[config.mk]
export PLATFORM = sky130hd
export DESIGN_NAME = seq_divider
export DESIGN_NICKNAME = d
export VERILOG_FILES = /design/src/rtl/seq_div_pkg.sv /design/src/rtl/div_restore_step.sv /design/src/rtl/seq_divider.sv
export SDC_FILE = /design/constraint.sdc
export NUM_CORES = 1
export LEC_CHECK = 0
export ABC_CLOCK_PERIOD_IN_PS = 7400
export CAP_MARGIN = 20
export CORE_MARGIN = 4
export CORE_UTILIZATION = 60
export CTS_BUF_LIST = sky130_fd_sc_hd__clkbuf_4 sky130_fd_sc_hd__clkbuf_8
export DETAILED_ROUTE_END_ITERATION = 12
export PLACE_DENSITY_LB_ADDON = 0.1
export SYNTH_ARGS = -nofsm -noshare
export SYNTH_HDL_FRONTEND = slang
export SYNTH_SLANG_ARGS = --single-unit
export TNS_END_PERCENT = 30
[constraint.sdc]
create_clock -name clk_i -period 7.4 [get_ports clk_i]
set_clock_uncertainty 0.1 [all_clocks]
set_input_delay 0.74 -clock clk_i [delete_from_list [all_inputs] [get_ports clk_i]]
set_output_delay 0.74 -clock clk_i [all_outputs]
set_load 0.03 [all_outputs]
[src/rtl/seq_div_pkg.sv]
// Shared types and constants for the sequential restoring divider.
// Signed (DIV) support is compiled in only when SEQ_DIV_SIGNED_EN is defined.
package seq_div_pkg;

    localparam int DIV_W = 32;
    localparam int CNT_W = $clog2(DIV_W + 1);

    // Quotient reported for a zero divisor.
    localparam logic [DIV_W-1:0] DIV_ZERO_Q = '1;

    typedef enum logic [1:0] {
        IDLE = 2'd0,
        CALC = 2'd1,
        FIX  = 2'd2,
        DONE = 2'd3
    } div_state_e;

endpackage

[src/rtl/div_restore_step.sv]
// One restoring-division step: shift in one dividend bit, then try to
// subtract the divisor. Purely combinational.
module div_restore_step #(
    parameter int WIDTH = 32
) (
    input  logic [WIDTH-1:0] partial_rem,
    input  logic             shift_in,
    input  logic [WIDTH-1:0] divisor,
    output logic [WIDTH-1:0] next_rem,
    output logic             q_bit
);

    logic [WIDTH:0] shifted;
    logic [WIDTH:0] trial;

    // The remainder can use all WIDTH bits when the divisor exceeds
    // 2^(WIDTH-1), so the shift and the subtract are one bit wider.
    assign shifted  = {partial_rem, shift_in};
    assign trial    = shifted - {1'b0, divisor};
    assign q_bit    = ~trial[WIDTH];
    assign next_rem = q_bit ? trial[WIDTH-1:0] : shifted[WIDTH-1:0];

endmodule

[src/rtl/seq_divider.sv]
// Multi-cycle restoring divider for MIPS DIV/DIVU: one quotient bit per clock.
// Define SEQ_DIV_SIGNED_EN to honour signed_i; otherwise every operation is unsigned.
module seq_divider
    import seq_div_pkg::*;
#(
    parameter int WIDTH = DIV_W
) (
    input  logic             clk_i,
    input  logic             rst_i,
    input  logic             start_i,
    input  logic             signed_i,
    input  logic [WIDTH-1:0] dividend_i,
    input  logic [WIDTH-1:0] divisor_i,
    output logic             busy_o,
    output logic             done_o,
    output logic [WIDTH-1:0] quotient_o,
    output logic [WIDTH-1:0] remainder_o,
    output logic             div_zero_o
);

    localparam int CW = $clog2(WIDTH + 1);
    localparam logic [CW-1:0] LAST_STEP = CW'(WIDTH - 1);

    div_state_e       state;
    logic [CW-1:0]    count;
    logic [WIDTH-1:0] rem;
    logic [WIDTH-1:0] q;
    logic [WIDTH-1:0] dvs_mag;
    logic             dz;

    logic [WIDTH-1:0] dvd_mag_in;
    logic [WIDTH-1:0] dvs_mag_in;
    logic             q_neg;
    logic             r_neg;
    logic             accept;

    logic [WIDTH-1:0] step_rem;
    logic             step_bit;
    logic [WIDTH-1:0] q_fix;
    logic [WIDTH-1:0] r_fix;

    assign busy_o = (state == CALC) || (state == FIX);
    assign done_o = (state == DONE);
    assign accept = start_i && !busy_o;

`ifdef SEQ_DIV_SIGNED_EN
    logic dvd_sgn;
    logic dvs_sgn;

    assign dvd_sgn    = signed_i & dividend_i[WIDTH-1];
    assign dvs_sgn    = signed_i & divisor_i[WIDTH-1];
    // Negating the most-negative value gives 2^(WIDTH-1), still exact unsigned.
    assign dvd_mag_in = dvd_sgn ? -dividend_i : dividend_i;
    assign dvs_mag_in = dvs_sgn ? -divisor_i : divisor_i;

    always_ff @(posedge clk_i or negedge rst_i) begin
        if (!rst_i) begin
            q_neg <= 1'b0;
            r_neg <= 1'b0;
        end else if (accept) begin
            q_neg <= dvd_sgn ^ dvs_sgn;
            r_neg <= dvd_sgn;
        end
    end
`else
    logic unused_signed;

    assign unused_signed = signed_i;
    assign dvd_mag_in    = dividend_i;
    assign dvs_mag_in    = divisor_i;
    assign q_neg         = 1'b0;
    assign r_neg         = 1'b0;
`endif

    div_restore_step #(
        .WIDTH (WIDTH)
    ) u_step (
        .partial_rem (rem),
        .shift_in    (q[WIDTH-1]),
        .divisor     (dvs_mag),
        .next_rem    (step_rem),
        .q_bit       (step_bit)
    );

    assign q_fix = q_neg ? -q : q;
    assign r_fix = r_neg ? -rem : rem;

    // q doubles as the dividend shift register: dividend bits leave at the
    // top while quotient bits enter at the bottom.
    always_ff @(posedge clk_i or negedge rst_i) begin
        if (!rst_i) begin
            state       <= IDLE;
            count       <= '0;
            rem         <= '0;
            q           <= '0;
            dvs_mag     <= '0;
            dz          <= 1'b0;
            quotient_o  <= '0;
            remainder_o <= '0;
            div_zero_o  <= 1'b0;
        end else begin
            // NOTE: non-blocking assignments so every register samples the
            // pre-edge values, matching flip-flop behaviour.
            case (state)
                IDLE, DONE: begin
                    if (accept) begin
                        q       <= dvd_mag_in;
                        dvs_mag <= dvs_mag_in;
                        count   <= '0;
                        if (divisor_i == '0) begin
                            // Keep the raw dividend so it is returned with its sign.
                            dz    <= 1'b1;
                            rem   <= dividend_i;
                            state <= FIX;
                        end else begin
                            dz    <= 1'b0;
                            rem   <= '0;
                            state <= CALC;
                        end
                    end else begin
                        state <= IDLE;
                    end
                end
                CALC: begin
                    rem   <= step_rem;
                    q     <= {q[WIDTH-2:0], step_bit};
                    count <= count + 1'b1;
                    if (count == LAST_STEP) begin
                        state <= FIX;
                    end
                end
                FIX: begin
                    if (dz) begin
                        quotient_o  <= {WIDTH{DIV_ZERO_Q[0]}};
                        remainder_o <= rem;
                        div_zero_o  <= 1'b1;
                    end else begin
                        quotient_o  <= q_fix;
                        remainder_o <= r_fix;
                        div_zero_o  <= 1'b0;
                    end
                    state <= DONE;
                end
                default: state <= IDLE;
            endcase
        end
    end

endmodule
==> results.py, run 1 <==
metrics = {
    "run_status": {
        "status": "finished clean",
    },
    "logic_synthesis": {
        "synth_compound_area_share_pct": 17.49,
        "syn_inst": 1001,
        "synth_fa_ha_area_share_pct": 5.028,
        "async_reset_ff_share_pct": 100.0,
        "synth.cell_area_um2": 9356,
        "yosys_warnings": 0,
        "synth_top_cell_area_share_pct": 45.47,
        "ys_seq_elements": 170,
        "yosys-top-cells-count": "dfrtp_1 (170), a21oi_1 (119), nor2_1 (107)",
        "synth_most_common_cell": "dfrtp_1",
        "muxShareOfSynthArea_pct": 10.82,
        "synth_top_family_by_area": "compound AO/OA/AOI/OAI gates",
        "ys_seq_area_share_pct": 45.47,
        "syn_area_per_cell_um2": 9.347,
        "synth_ff_type": "dfrtp_1",
        "synth-simple-area-share_pct": 14.24,
        "syn-num-nets": 1106,
        "synth-xor-area-share_pct": 2.514,
        "yosys-top-cells-area": "dfrtp_1 (45%), mux2_2 (7.8%), a21oi_1 (6.4%)",
        "ys_types": 60,
        "synth_edf_count": 0,
        "yosys.area.top_type": "dfrtp_1",
    },
    "layout": {
        "drive_gt1_share_pct": 10.47,
        "areaGrowthSynthToFinish_pct": 20.49,
        "antennaDiodeCount": 0,
        "layout.nets": 1210,
    },
    "timing": {
        "worst_pin_slew_ps": 1013,
        "hold_viol_final": 0,
        "post-route-period-util_pct": 55.93,
        "slew_violations": 0,
        "slew_headroom_pct": 32.32,
        "max_freq_mhz": 241.6,
        "fin_setup_tns_ps": 0,
        "finalSetupViolCount": 0,
        "min_period_ps": 4139,
        "grt_setup_unrepaired": "false",
    },
    "placed_design": {
        "place.gp.congestion": 0.8831,
        "port-buffer-count": 133,
        "dp_hpwl_mm": 16.34,
    },
    "cts": {
        "cts_tree": "built",
        "clockRootBuffer": "clkbuf_8",
        "cts_setup_buffers": 0,
        "clock_latency_ps": 460,
        "cts_sinks": 170,
        "htreeDepth": 4,
        "clockBufferDepth": 2,
        "clkTransAtPathRegs_ps": 90,
        "cts_resized": 0,
        "cts_made_buffers": 17,
        "hold_buffers": 0,
    },
    "floorplanning": {
        "core-area_um2": 15260,
        "die_y_um": 132.9,
        "initial_core_util_pct": 61.32,
        "die_x_um": 132.9,
        "fp-row-count": 45,
        "num_io_pins": 135,
        "die_area_um2": 17660,
    },
    "critical_path": {
        "crit_path_end_kind": "register",
        "crit_required_ps": 7680,
        "critPathArrivalTime_ps": 4420,
        "worstPathMaxFanout": 37,
        "crit_type": "reg2reg",
        "worstSetupStartpointType": "register",
    },
    "route": {
        "drt-total-wl_mm": 22.53,
        "wl_per_cell_um": 16.95,
        "via_count": 7644,
        "drtPass1Iterations": 5,
        "drc_errors": 0,
        "ant_nets": 0,
        "drt-vias-per-instance": 5.752,
        "drt_first_iter_violations": 544,
    },
    "global_route": {
        "globalRouteTotalUtil_pct": 26.12,
        "antenna_found_initial": 0,
        "grt_max_degree": 103,
        "first_global_vias": 7145,
        "grt_pass1_wl_mm": 37.53,
        "overflow": 0,
    },
    "min_path": {
        "min_path_type": "in2async",
    },
    "power_and_ir_drop": {
        "power_uw": 6313,
        "power.leakage_uw": 0.004992,
        "ir_worst_vdd_mv": 0.3170,
        "power_density_nw_per_um2": 560.0,
    },
    "run": {
        "cap_viol_max_count": 0,
    },
}
==> cell families after synthesis <==
| family | after synthesis |
|---|---|
| buf+inv | 105 |
| mux | 93 |
| flops | 170 |
| simple gates | 289 |
| xor+xnor | 26 |
| compound gates | 281 |
| fa+ha+maj | 37 |
==> critical path: stages (launching register included) <==
cell and delay, ps:
dfrtp_1 410, inv_1 60, ha_1 210, fa_1 410, and2b_1 240, o211ai_1 140
a211o_1 320, a211o_1 310, a21oi_2 280, xor2_4 400, buf_4 470, o311ai_0 220
o32a_1 320, a31oi_1 150
==> registers in the layout, indices dropped and copies added, names as in the netlist, 2 cells and up <==
| name | count |
|---|---|
| dvs_mag | 32 |
| q | 32 |
| quotient_o | 32 |
| r_fix | 32 |
| remainder_o | 32 |
| count | 6 |
| state | 2 |
==> stage by stage <==
stage	area, um2	instances	hold WS [ps]	utilization, %	worst slack (ps)
after floorplan	9356	1001	344.4	-	4337
after global placement	10830	1296	381.1	70.97	3371
after detailed placement	10830	1296	393.7	70.97	3349
after CTS	11250	1328	303.4	73.70	3304
after global routing	11270	1329	311.8	73.88	3057
final	11270	1329	260.2	73.88	3261
==> per-layer routing <==
layer  vias up  track usage [%]  wire (um)
met1      3647            42.42      11400
li1       3747                -          -
met4         0            5.427        174
met3        16            3.992       1364
met5         -                0          0
met2       234            36.96       9594
==> placed cells by master, fill, tap and decap left out, drive strengths merged, types with 4 or more instances in the layout <==
master / n
a221oi: 4
o21a: 4
nor4: 9
nor2: 107
nand4: 8
a21o: 16
mux2: 65
o211ai: 4
a31oi: 26
clkdlybuf4s50: 132
xnor2: 15
a21oi: 120
xor2: 11
nand3b: 9
o21bai: 4
buf: 10
dfrtp: 170
mux2i: 28
inv: 55
clkbuf: 19
nand3: 15
nor2b: 24
and3: 10
ha: 36
nand2: 85
nor3: 6
o21ai: 72
==> worst paths after layout <==
path,endpoint,startpoint,depth (start not counted),slack (ps)
hold reg to reg,div_zero_o,div_zero_o,1,410
min in group clk_i,div_zero_o,div_zero_o,1,410
hold / removal,q[5],rst_i,1,260
setup reg to reg,r_fix[29],q[31],13,3260
setup / recovery,r_fix[29],q[31],13,3260
max in group asynchronous,remainder_o[27],rst_i,2,5520
==> power by group <==
group / switching, uW / total, uW / internal (uW) / leakage, uW
registers: 336 / 1720 / 1380 / 0.00208
logic: 2270 / 3900 / 1630 / 0.00269
clock network: 369 / 698 / 329 / 0.000213
==> layout make-up <==
class                      count  area [um2]
clock buffer                  19       261.5
fill                        1158        3985
inverter                      48       180.2
clock inverter                13       155.1
sequential                   170        4254
timing repair buffer         142        1420
tap                          211       264.0
multi-input combinational    726        4738
(Power assumes the default switching activity.)
==> run 2: changes to the inputs <==
--- a/config.mk
+++ b/config.mk
@@ -5,10 +5,10 @@
 export SDC_FILE = /design/constraint.sdc
 export NUM_CORES = 1
 export LEC_CHECK = 0
-export ABC_CLOCK_PERIOD_IN_PS = 7400
+export ABC_CLOCK_PERIOD_IN_PS = 3900
 export CAP_MARGIN = 20
 export CORE_MARGIN = 4
-export CORE_UTILIZATION = 60
+export CORE_UTILIZATION = 57
 export CTS_BUF_LIST = sky130_fd_sc_hd__clkbuf_4 sky130_fd_sc_hd__clkbuf_8
 export DETAILED_ROUTE_END_ITERATION = 12
 export PLACE_DENSITY_LB_ADDON = 0.1
==> constraint.sdc (replaced) <==
create_clock -name clk_i -period 3.9 [get_ports clk_i]
set_clock_uncertainty 0.1 [all_clocks]
set_input_delay 0.39 -clock clk_i [delete_from_list [all_inputs] [get_ports clk_i]]
set_output_delay 0.39 -clock clk_i [all_outputs]
set_load 0.03 [all_outputs]
==> results.py, run 2 (synthesized netlist as in run 1, its figures left out) <==
metrics = {
    "cts": {
        "clockRootBuffer": "clkbuf_8",
        "clock_latency_ps": 470,
        "hold_buffers": 1,
        "clockBufferDepth": 2,
        "cts_setup_buffers": 0,
        "cts_tree": "built",
        "cts_sinks": 170,
        "clkTransAtPathRegs_ps": 90,
        "cts_made_buffers": 17,
        "htreeDepth": 4,
        "cts_resized": 0,
    },
    "critical_path": {
        "worstPathMaxFanout": 22,
        "crit_type": "reg2reg",
        "worstSetupStartpointType": "register",
        "crit_top_cell": "a211o_1",
        "slowest_delay_ps": 430,
        "critPathArrivalTime_ps": 3830,
        "rrSetupSlack_ps": 320,
        "crit_path_end_kind": "register",
        "r2r-start": "q[31]",
        "worstRegToRegCells": 13,
        "slowest_stage": "dfrtp_1",
        "crit_chain": "inv_1 > ha_1 > fa_1 > and2b_1 > o211ai_1 > a211o_1 > a211o_1 > a21oi_2 > xor2_4 > buf_12 > mux2i_1 > a221oi_1 > nor2_1",
        "timing.rr.end": "r_fix[1]",
        "crit_required_ps": 4150,
    },
    "run": {
        "cap_viol_max_count": 0,
    },
    "placed_design": {
        "place_ws_ps": 334.0,
        "place.gp.congestion": 0.9147,
        "dp_cells": 1308,
        "port-buffer-count": 133,
        "dp_hpwl_mm": 16.95,
    },
    "timing": {
        "hold_viol_final": 0,
        "slew_headroom_pct": 32.47,
        "max_freq_mhz": 279.2,
        "fin_setup_tns_ps": 0,
        "grt_setup_unrepaired": "false",
        "worst_pin_slew_ps": 1013,
        "min_period_ps": 3581,
        "final.setup.worst_slack_ps": 318.6,
        "post-route-period-util_pct": 91.83,
        "slew_violations": 0,
        "finalSetupViolCount": 0,
    },
    "run_status": {
        "status": "finished clean",
    },
    "global_route": {
        "antenna_found_initial": 0,
        "globalRouteTotalUtil_pct": 26.07,
        "grt_pass1_wl_mm": 38.14,
        "overflow": 0,
        "first_global_vias": 7345,
        "grt_max_degree": 85,
    },
    "layout": {
        "fillers": 1299,
        "layoutNonFillerInstCount": 1343,
        "mostFrequentLayoutCell": "dfrtp_1",
        "drive_gt1_share_pct": 11.09,
        "areaGrowthSynthToFinish_pct": 22.29,
        "layout.nets": 1219,
        "final_core_util_pct": 71.51,
        "layout_common_cells": "dfrtp_1 (170), clkdlybuf4s50_1 (132), a21oi_1 (119)",
        "antennaDiodeCount": 0,
    },
    "route": {
        "via_count": 7672,
        "drt-vias-per-instance": 5.713,
        "wl_per_cell_um": 17.23,
        "drtPass1Iterations": 5,
        "drc_errors": 0,
        "drt-total-wl_mm": 23.13,
        "drt_first_iter_violations": 550,
        "ant_nets": 0,
    },
    "floorplanning": {
        "core-area_um2": 16000,
        "initial_core_util_pct": 58.48,
        "die_y_um": 136.1,
        "die_area_um2": 18530,
        "die_x_um": 136.1,
        "num_io_pins": 135,
        "fp-row-count": 46,
    },
    "min_path": {
        "min_from": "dvs_mag[16]",
        "hold_depth": 1,
        "hold_end": "dvs_mag[16]",
        "min_path_type": "reg2reg",
    },
    "power_and_ir_drop": {
        "power_density_nw_per_um2": 1082,
        "power.leakage_uw": 0.005068,
        "power_uw": 12380,
        "ir_worst_vdd_mv": 0.6147,
    },
}
-- run 2: per-stage QoR --
step	area, um2	hold WS, ps
2_1_floorplan	9356	-5.591
6_report	11440	411.5
3_5_place_dp	10910	367.7
3_3_place_gp	10910	364.9
5_1_grt	11440	423.4
4_1_cts	11400	414.7
-- run 2: final cells by class --
type                    count  area [um2]  area share, %
clock buffers              18       247.7          2.165
repair buffers            151        1523          13.31
clock inverters            14       229.0          2.001
inverters                  48       180.2          1.575
flip-flops and latches    170        4254          37.18
well taps                 216       270.3          2.362
multi-input cells         726        4738          41.41
-- run 2: routing by layer --
metal	track usage [%]	vias up	wire length [um]
met5	0	-	0
met4	5.991	0	323
met3	4.959	27	1475
met2	37.34	219	9718
met1	40.98	3661	11620
li1	-	3765	-
-- run 2: worst max-delay path, delay by kind of cell (launching register included) --
kind | cells | cell delay, ps
buffers and inverters | 2 | 280
flip-flops | 1 | 430
AND/OR/NAND/NOR | 2 | 310
multiplexers | 1 | 100
adder cells (fa/ha/maj) | 2 | 610
AO/OA/AOI/OAI | 5 | 1320
XOR/XNOR | 1 | 320
-- run 2: power breakdown --
| group | switching, uW | leakage, uW | internal [uW] |
|---|---|---|---|
| sequential | 648 | 0.00208 | 2620 |
| clock | 705 | 0.000233 | 795 |
| combinational | 4370 | 0.00275 | 3250 |
| total | 5720 | 0.00507 | 6670 |
-- run 2: worst max-delay path by stage --
| stage | from | endpoint | slack (ps) |
|---|---|---|---|
| 2_1_floorplan | q[31] | r_fix[12] | 840 |
| 3_3_place_gp | q[31] | r_fix[15] | 390 |
| 3_5_place_dp | q[31] | r_fix[1] | 330 |
| 4_1_cts | q[31] | r_fix[1] | 310 |
| 5_1_grt | q[31] | r_fix[1] | 70 |
| 6_report | q[31] | r_fix[1] | 320 |
